`src/rtl/tdc_pkg.sv`:
```
// tdc_pkg: shared types and sizing helpers for the clock-based TDC sequencer.
// The state encoding below is what appears on state_dbg.
package tdc_pkg;

  typedef enum logic [1:0] {
    ST_IDLE       = 2'd0,
    ST_WAIT_START = 2'd1,
    ST_COUNT      = 2'd2,
    ST_HOLD       = 2'd3
  } tdc_state_e;

  localparam int CNT_W_DEF = 21;

  // Accumulator must hold 2^log2_avg full-scale samples without wrapping.
  function automatic int acc_width(input int cnt_w, input int log2_avg);
    return cnt_w + log2_avg;
  endfunction

endpackage

```
`src/rtl/tdc_edge_sync.sv`:
```
// tdc_edge_sync: synchronizes the asynchronous CAN level and detects edges.
// All flops reset to 1 so the bus reads recessive and no edge fires at reset.
// SYNC_STAGES must be at least 2.
module tdc_edge_sync #(
  parameter int SYNC_STAGES = 2
) (
  input  logic i_clk,
  input  logic i_rst,
  input  logic i_can_async,
  output logic o_can_s,
  output logic o_fall,
  output logic o_rise
);

  logic [SYNC_STAGES-1:0] r_sync;
  logic                   r_can_d;

  // Synchronizer chain plus one delay flop for edge detection
  always_ff @(posedge i_clk or posedge i_rst) begin
    if (i_rst) begin
      r_sync  <= '1;
      r_can_d <= 1'b1;
    end else begin
      r_sync  <= {r_sync[SYNC_STAGES-2:0], i_can_async};
      r_can_d <= r_sync[SYNC_STAGES-1];
    end
  end

  assign o_can_s = r_sync[SYNC_STAGES-1];
  assign o_fall  = r_can_d & ~o_can_s;
  assign o_rise  = ~r_can_d & o_can_s;

endmodule

```
`src/rtl/tdc_meas_ctrl.sv`:
```
// tdc_meas_ctrl: measures CAN_logic low time in CLK cycles.
// Arms on a synchronized falling edge, counts until the rising edge, drops
// glitches shorter than MIN_CNT and flags counter saturation (sticky).
// Optional averaging of 2^LOG2_AVG samples is enabled by defining TDC_AVG_EN.
// Output handshake: out_data is valid while out_valid=1 and is held stable
// until a cycle with out_valid=1 and out_ready=1; out_valid drops on the next
// edge. No further result is produced while one is pending.
module tdc_meas_ctrl import tdc_pkg::*; #(
  parameter int CNT_W       = CNT_W_DEF,
  parameter int SYNC_STAGES = 2,
  parameter int MIN_CNT     = 4
`ifdef TDC_AVG_EN
  ,
  parameter int LOG2_AVG    = 3
`endif
) (
  input  logic             CLK,
  input  logic             RST,
  input  logic             SW,
  input  logic             CAN_logic,
  output logic [CNT_W-1:0] out_data,
  output logic             out_valid,
  input  logic             out_ready,
  output logic             busy,
  output logic             overflow_err,
  output logic [1:0]       state_dbg
);

  localparam logic [CNT_W-1:0] CNT_MAX = '1;
  localparam logic [CNT_W-1:0] MIN_L   = CNT_W'(MIN_CNT);

  logic             w_can_s;
  logic             w_fall;
  logic             w_rise;
  logic             r_ev_fall;
  logic             r_ev_rise;
  logic             r_ev_low;
  tdc_state_e       r_state;
  logic [CNT_W-1:0] r_cnt;
  logic [CNT_W-1:0] r_out_data;
  logic             r_out_valid;
  logic             r_ovf;

`ifdef TDC_AVG_EN
  localparam int ACC_W = acc_width(CNT_W, LOG2_AVG);
  logic [ACC_W-1:0]    r_acc;
  logic [LOG2_AVG-1:0] r_nsamp;
  logic [ACC_W-1:0]    w_acc_sum;

  assign w_acc_sum = r_acc + ACC_W'(r_cnt);
`endif

  tdc_edge_sync #(.SYNC_STAGES(SYNC_STAGES)) u_sync (
    .i_clk       (CLK),
    .i_rst       (RST),
    .i_can_async (CAN_logic),
    .o_can_s     (w_can_s),
    .o_fall      (w_fall),
    .o_rise      (w_rise)
  );

  // Register edge events and level together so they stay cycle-aligned
  always_ff @(posedge CLK or posedge RST) begin
    if (RST) begin
      r_ev_fall <= 1'b0;
      r_ev_rise <= 1'b0;
      r_ev_low  <= 1'b0;
    end else begin
      r_ev_fall <= w_fall;
      r_ev_rise <= w_rise;
      r_ev_low  <= ~w_can_s;
    end
  end

  // Sequencer: arm on fall, count low time, filter, publish and hold
  always_ff @(posedge CLK or posedge RST) begin
    if (RST) begin
      r_state     <= ST_IDLE;
      r_cnt       <= '0;
      r_out_data  <= '0;
      r_out_valid <= 1'b0;
      r_ovf       <= 1'b0;
`ifdef TDC_AVG_EN
      r_acc       <= '0;
      r_nsamp     <= '0;
`endif
    end else begin
`ifdef TDC_AVG_EN
      if (!SW) begin
        r_acc   <= '0;
        r_nsamp <= '0;
      end
`endif
      case (r_state)
        ST_IDLE: begin
          if (!SW) r_ovf   <= 1'b0;
          else     r_state <= ST_WAIT_START;
        end
        ST_WAIT_START: begin
          if (!SW) begin
            r_state <= ST_IDLE;
          end else if (r_ev_fall) begin
            r_cnt   <= CNT_W'(1);
            r_state <= ST_COUNT;
          end
        end
        ST_COUNT: begin
          if (!SW) begin
            r_cnt   <= '0;
            r_state <= ST_IDLE;
          end else if (r_cnt == CNT_MAX) begin
            // Saturation wins over a simultaneous rise
            r_ovf   <= 1'b1;
            r_state <= ST_WAIT_START;
          end else if (r_ev_rise) begin
            if (r_cnt < MIN_L) begin
              r_state <= ST_WAIT_START;
            end else begin
`ifdef TDC_AVG_EN
              if (&r_nsamp) begin
                r_out_data  <= w_acc_sum[ACC_W-1:LOG2_AVG];
                r_out_valid <= 1'b1;
                r_acc       <= '0;
                r_nsamp     <= '0;
                r_state     <= ST_HOLD;
              end else begin
                r_acc       <= w_acc_sum;
                r_nsamp     <= r_nsamp + LOG2_AVG'(1);
                r_state     <= ST_WAIT_START;
              end
`else
              r_out_data  <= r_cnt;
              r_out_valid <= 1'b1;
              r_state     <= ST_HOLD;
`endif
            end
          end else if (r_ev_low) begin
            r_cnt <= r_cnt + CNT_W'(1);
          end
        end
        ST_HOLD: begin
          if (out_ready) begin
            r_out_valid <= 1'b0;
            r_state     <= SW ? ST_WAIT_START : ST_IDLE;
          end
        end
        default: r_state <= ST_IDLE;
      endcase
    end
  end

  assign out_data     = r_out_data;
  assign out_valid    = r_out_valid;
  assign overflow_err = r_ovf;
  assign state_dbg    = r_state;
  assign busy         = (r_state != ST_IDLE);

endmodule

```
`config.mk`:
```
export PLATFORM = sky130hd
export DESIGN_NAME = tdc_meas_ctrl
export DESIGN_NICKNAME = d
export VERILOG_FILES = /design/src/rtl/tdc_pkg.sv /design/src/rtl/tdc_edge_sync.sv /design/src/rtl/tdc_meas_ctrl.sv
export SDC_FILE = /design/constraint.sdc
export NUM_CORES = 1
export LEC_CHECK = 0
export BUFFER_PORTS_ARGS = -buffer_cell sky130_fd_sc_hd__buf_2
export CORE_UTILIZATION = 40
export CTS_BUF_LIST = sky130_fd_sc_hd__clkbuf_4 sky130_fd_sc_hd__clkbuf_8
export DETAILED_ROUTE_END_ITERATION = 16
export PLACE_DENSITY = 0.65
export SKIP_LAST_GASP = 1
export SLEW_MARGIN = 20
export SYNTH_ARGS = -nofsm -noshare
export SYNTH_HDL_FRONTEND = slang
export SYNTH_SLANG_ARGS = --single-unit
export TNS_END_PERCENT = 1
```
`constraint.sdc`:
```
create_clock -name CLK -period 5.6 [get_ports CLK]
set_clock_uncertainty 0.2 [all_clocks]
set_input_delay 0.56 -clock CLK [delete_from_list [all_inputs] [get_ports CLK]]
set_output_delay 0.56 -clock CLK [all_outputs]
set_load 0.1 [all_outputs]
```
==> results by group <==
Outcome
  – Status: completed

Logic synthesis
  – Ys Warns: 0
  – Register area share after synthesis: 0.5005
  – Post-Synth XOR/XNOR Area: 0
  – Mapped Area: around 2600 sq um
  – Compound-cell area share of the yosys netlist: 0.1310
  – Total nets after synthesis: between 200 and 250
  – Commonest register cell after synthesis: dfrtp_1
  – Ys async rst share: 1.000
  – Number of synthesized register bits: between 50 and 60
  – Number of synthesized flops with an enable pin: 0
  – Multiplexer share of the synthesized area: 0.1219
  – Adder-cell share of the synthesized area: 0.004798
  – Combinational family with the most area after synthesis: simple AND/OR/NAND/NOR gates
  – Avg Inst Size Synth: around 11 sq um
  – Unique masters post-synth: between 40 and 50
  – Syn Inst Count: ~230
  – Post-Synth Simple-Gate Area: 0.2015

Clocking
  – Clk buf depth: 2
  – Htree depth: 2
  – Worst skew pair latency: ~0.30 ns
  – Clk root buf: clkbuf_8
  – Sink Count: 52
  – Number of CTS-inserted buffers: 5
  – CTS tree: done
  – Clk slew on worst S/H paths: approximately 0.090 ns
  – Hold_buf cts: 0
  – Setup Buffers After CTS: 0
  – CTS resizes: 0

Setup path
  – Worst path required time: between 5 and 6 ns
  – R2R depth: 7
  – Kind of critical path: register to register
  – Start of the worst register-to-register path: r_cnt[0]
  – R2r endpoint: out_data[1]
  – Critical Path Fanout Max: 14
  – Setup slack, reg-to-reg: between 2 and 3 ns
  – Critical Path AT: between 2 and 3 ns
  – Crit start category: register
  – Setup crit end kind: register

Detailed routing
  – Vias per cell: about 5.5
  – Wire length per cell: approximately 15 microns
  – Remaining DRCs: 0
  – DRT Pass-1 Iters: 4
  – DR vias: approximately 1900
  – Detail Route Antenna Nets: 0
  – Final wirelength: around 5.2 mm
  – Initial DRC count: between 100 and 150

Placed design
  – Gpl congestion: between 0.7 and 0.8
  – IO Port Bufs: 30
  – Post-DP HPWL: approximately 3.6 mm
  – Placed cell count: 332

Min path
  – Min-Delay Endpoint: u_sync.r_sync[0]
  – Hold crit path type: primary input to register
  – Hold Crit Depth: 1
  – Hold path start: CAN_logic

Global routing
  – Number of global-route vias before repair: roughly 1700
  – First-pass GRT wire length: 8.500 mm
  – Total gr overflow: 0
  – Initial antenna violation count: 0
  – Largest net degree at the start of global routing: 53
  – GRT Total Usage: 0.1677

STA
  – Max-Slew Margin vs Limit: 0.3900
  – Worst-Margin Slew: 0.9116 ns
  – Setup-violating endpoint count in the final report: 0
  – Final Cycle Share: 0.5206
  – Fin crit period: between 2 and 3 ns
  – Final Hold Vio Count: 0
  – Final Max Tran Viols: 0
  – Fmax: 0.3430 GHz
  – Setup TNS Final: 0 ns
  – RSZ-0062 raised after global routing: false

Floorplanning
  – # rows: 29
  – Die span in x: 82.74 microns
  – I/O pin cnt: 31
  – Core Footprint: 6314 sq um
  – DIE AREA: 6846 sq um
  – Die Height: 82.74 microns
  – Starting Density: 0.4130

Final layout
  – Fin nets: ~270
  – Most frequent cells in the layout: dfrtp_1 (49), buf_2 (30), mux2_4 (19), nand2_1 (18), a21oi_1 (17)
  – Most common cell after layout, fill and taps aside: dfrtp_1
  – Ant diodes: 0
  – Synth-to-layout area growth: 11.32%
  – FILL cells: around 630
  – Post-Layout Cell Count: 340
  – Share of cells above drive strength 1: 0.2700

Power
  – Power per standard cell area: between 200 and 300 nW/um^2
  – LEAKAGE: about 0.0014 uW
  – Worst vdd ir: about 0.14 mV

Flow run
  – Maxcap violations: 0
-- area by class of cell --
cell class                      count  area, sq um  area share
Inverter                            9        33.78     0.01164
Tap cell                           77        96.34     0.03319
Clock buffer                        7        90.09     0.03103
Sequential cell                    52         1305      0.4496
Multi-Input combinational cell    161         1197      0.4125
Timing Repair Buffer               33        172.7     0.05948
Clock inverter                      1        7.507    0.002586
-- critical path: stages (launching register included) --
cell     delay (ns)
dfrtp_1        0.45
ha_1           0.27
nand2_1        0.14
nor4_4         0.08
and3_1         0.25
nor4_4         0.69
buf_4          0.40
mux2_4         0.33
-- sequential cells by signal, indices dropped and copies added, names as in the netlist --
signal and cells:
overflow_err 1, out_data 21, r_ev_rise 1, r_cnt 21
state_dbg 2, u_sync.r_can_d 1, out_valid 1, u_sync.r_sync 2
r_ev_fall 1, r_ev_low 1
-- synthesized netlist by cell type, drive strengths merged, types with 3 or more instances --
cell type | instances | area share
nor4 | 10 | 0.041
buf | 8 | 0.024
nor2 | 12 | 0.017
nand2b | 3 | 0.010
dfrtp | 49 | 0.47
o21ai | 9 | 0.017
o31ai | 13 | 0.037
mux2 | 21 | 0.12
inv | 9 | 0.013
or4 | 12 | 0.035
a21oi | 17 | 0.033
nand3 | 12 | 0.025
nand2 | 18 | 0.026
nand4 | 6 | 0.014
dfstp | 3 | 0.030
-- worst max path at each step --
stage | start | slack (ns) | to | cells past startpoint
after floorplan | state_dbg[0] | 2.89 | r_cnt[5] | 6
after global placement | SW | 2.74 | r_cnt[19] | 6
after detailed placement | r_cnt[0] | 2.68 | out_data[2] | 7
after CTS | r_cnt[0] | 2.66 | out_data[1] | 7
after global routing | r_cnt[0] | 2.51 | out_data[1] | 7
final | r_cnt[0] | 2.68 | out_data[1] | 7
-- report_power, final --
part           switching, uW  total [uW]  internal (uW)
combinational            142         185           42.2
clock                    121         227            105
sequential              27.1         425            398
total                    291         836            545
-- metrics by stage --
stage / cell area, sq um / power [uW] / util / setup slack (ns) / hold WS [ns]
CTS: 2903 / 844.3 / 0.4598 / 2.665 / 0.1432
floorplan: 2608 / 584.8 / - / 2.887 / 0.1452
detailed placement: 2805 / 618.4 / 0.4443 / 2.684 / 0.1490
finish: 2903 / 835.8 / 0.4598 / 2.685 / 0.1501
global route: 2903 / 876.6 / 0.4598 / 2.515 / 0.1265
global placement: 2805 / 617.5 / 0.4443 / 2.738 / 0.1506
-- routing by layer --
metal	share of wire	vias to the layer above	track usage
li1	-	935	-
met1	0.51	886	0.2540
met2	0.43	55	0.2328
met3	0.060	4	0.04066
met4	0.0087	0	0.05172
met5	0	-	0
-- cells by family after synthesis --
logic type,after synthesis
buf+inv,19
flops,52
simple gates,85
mux,22
compound gates,53
fa+ha+maj,1
No activity file was read; power rests on OpenSTA's default activity.
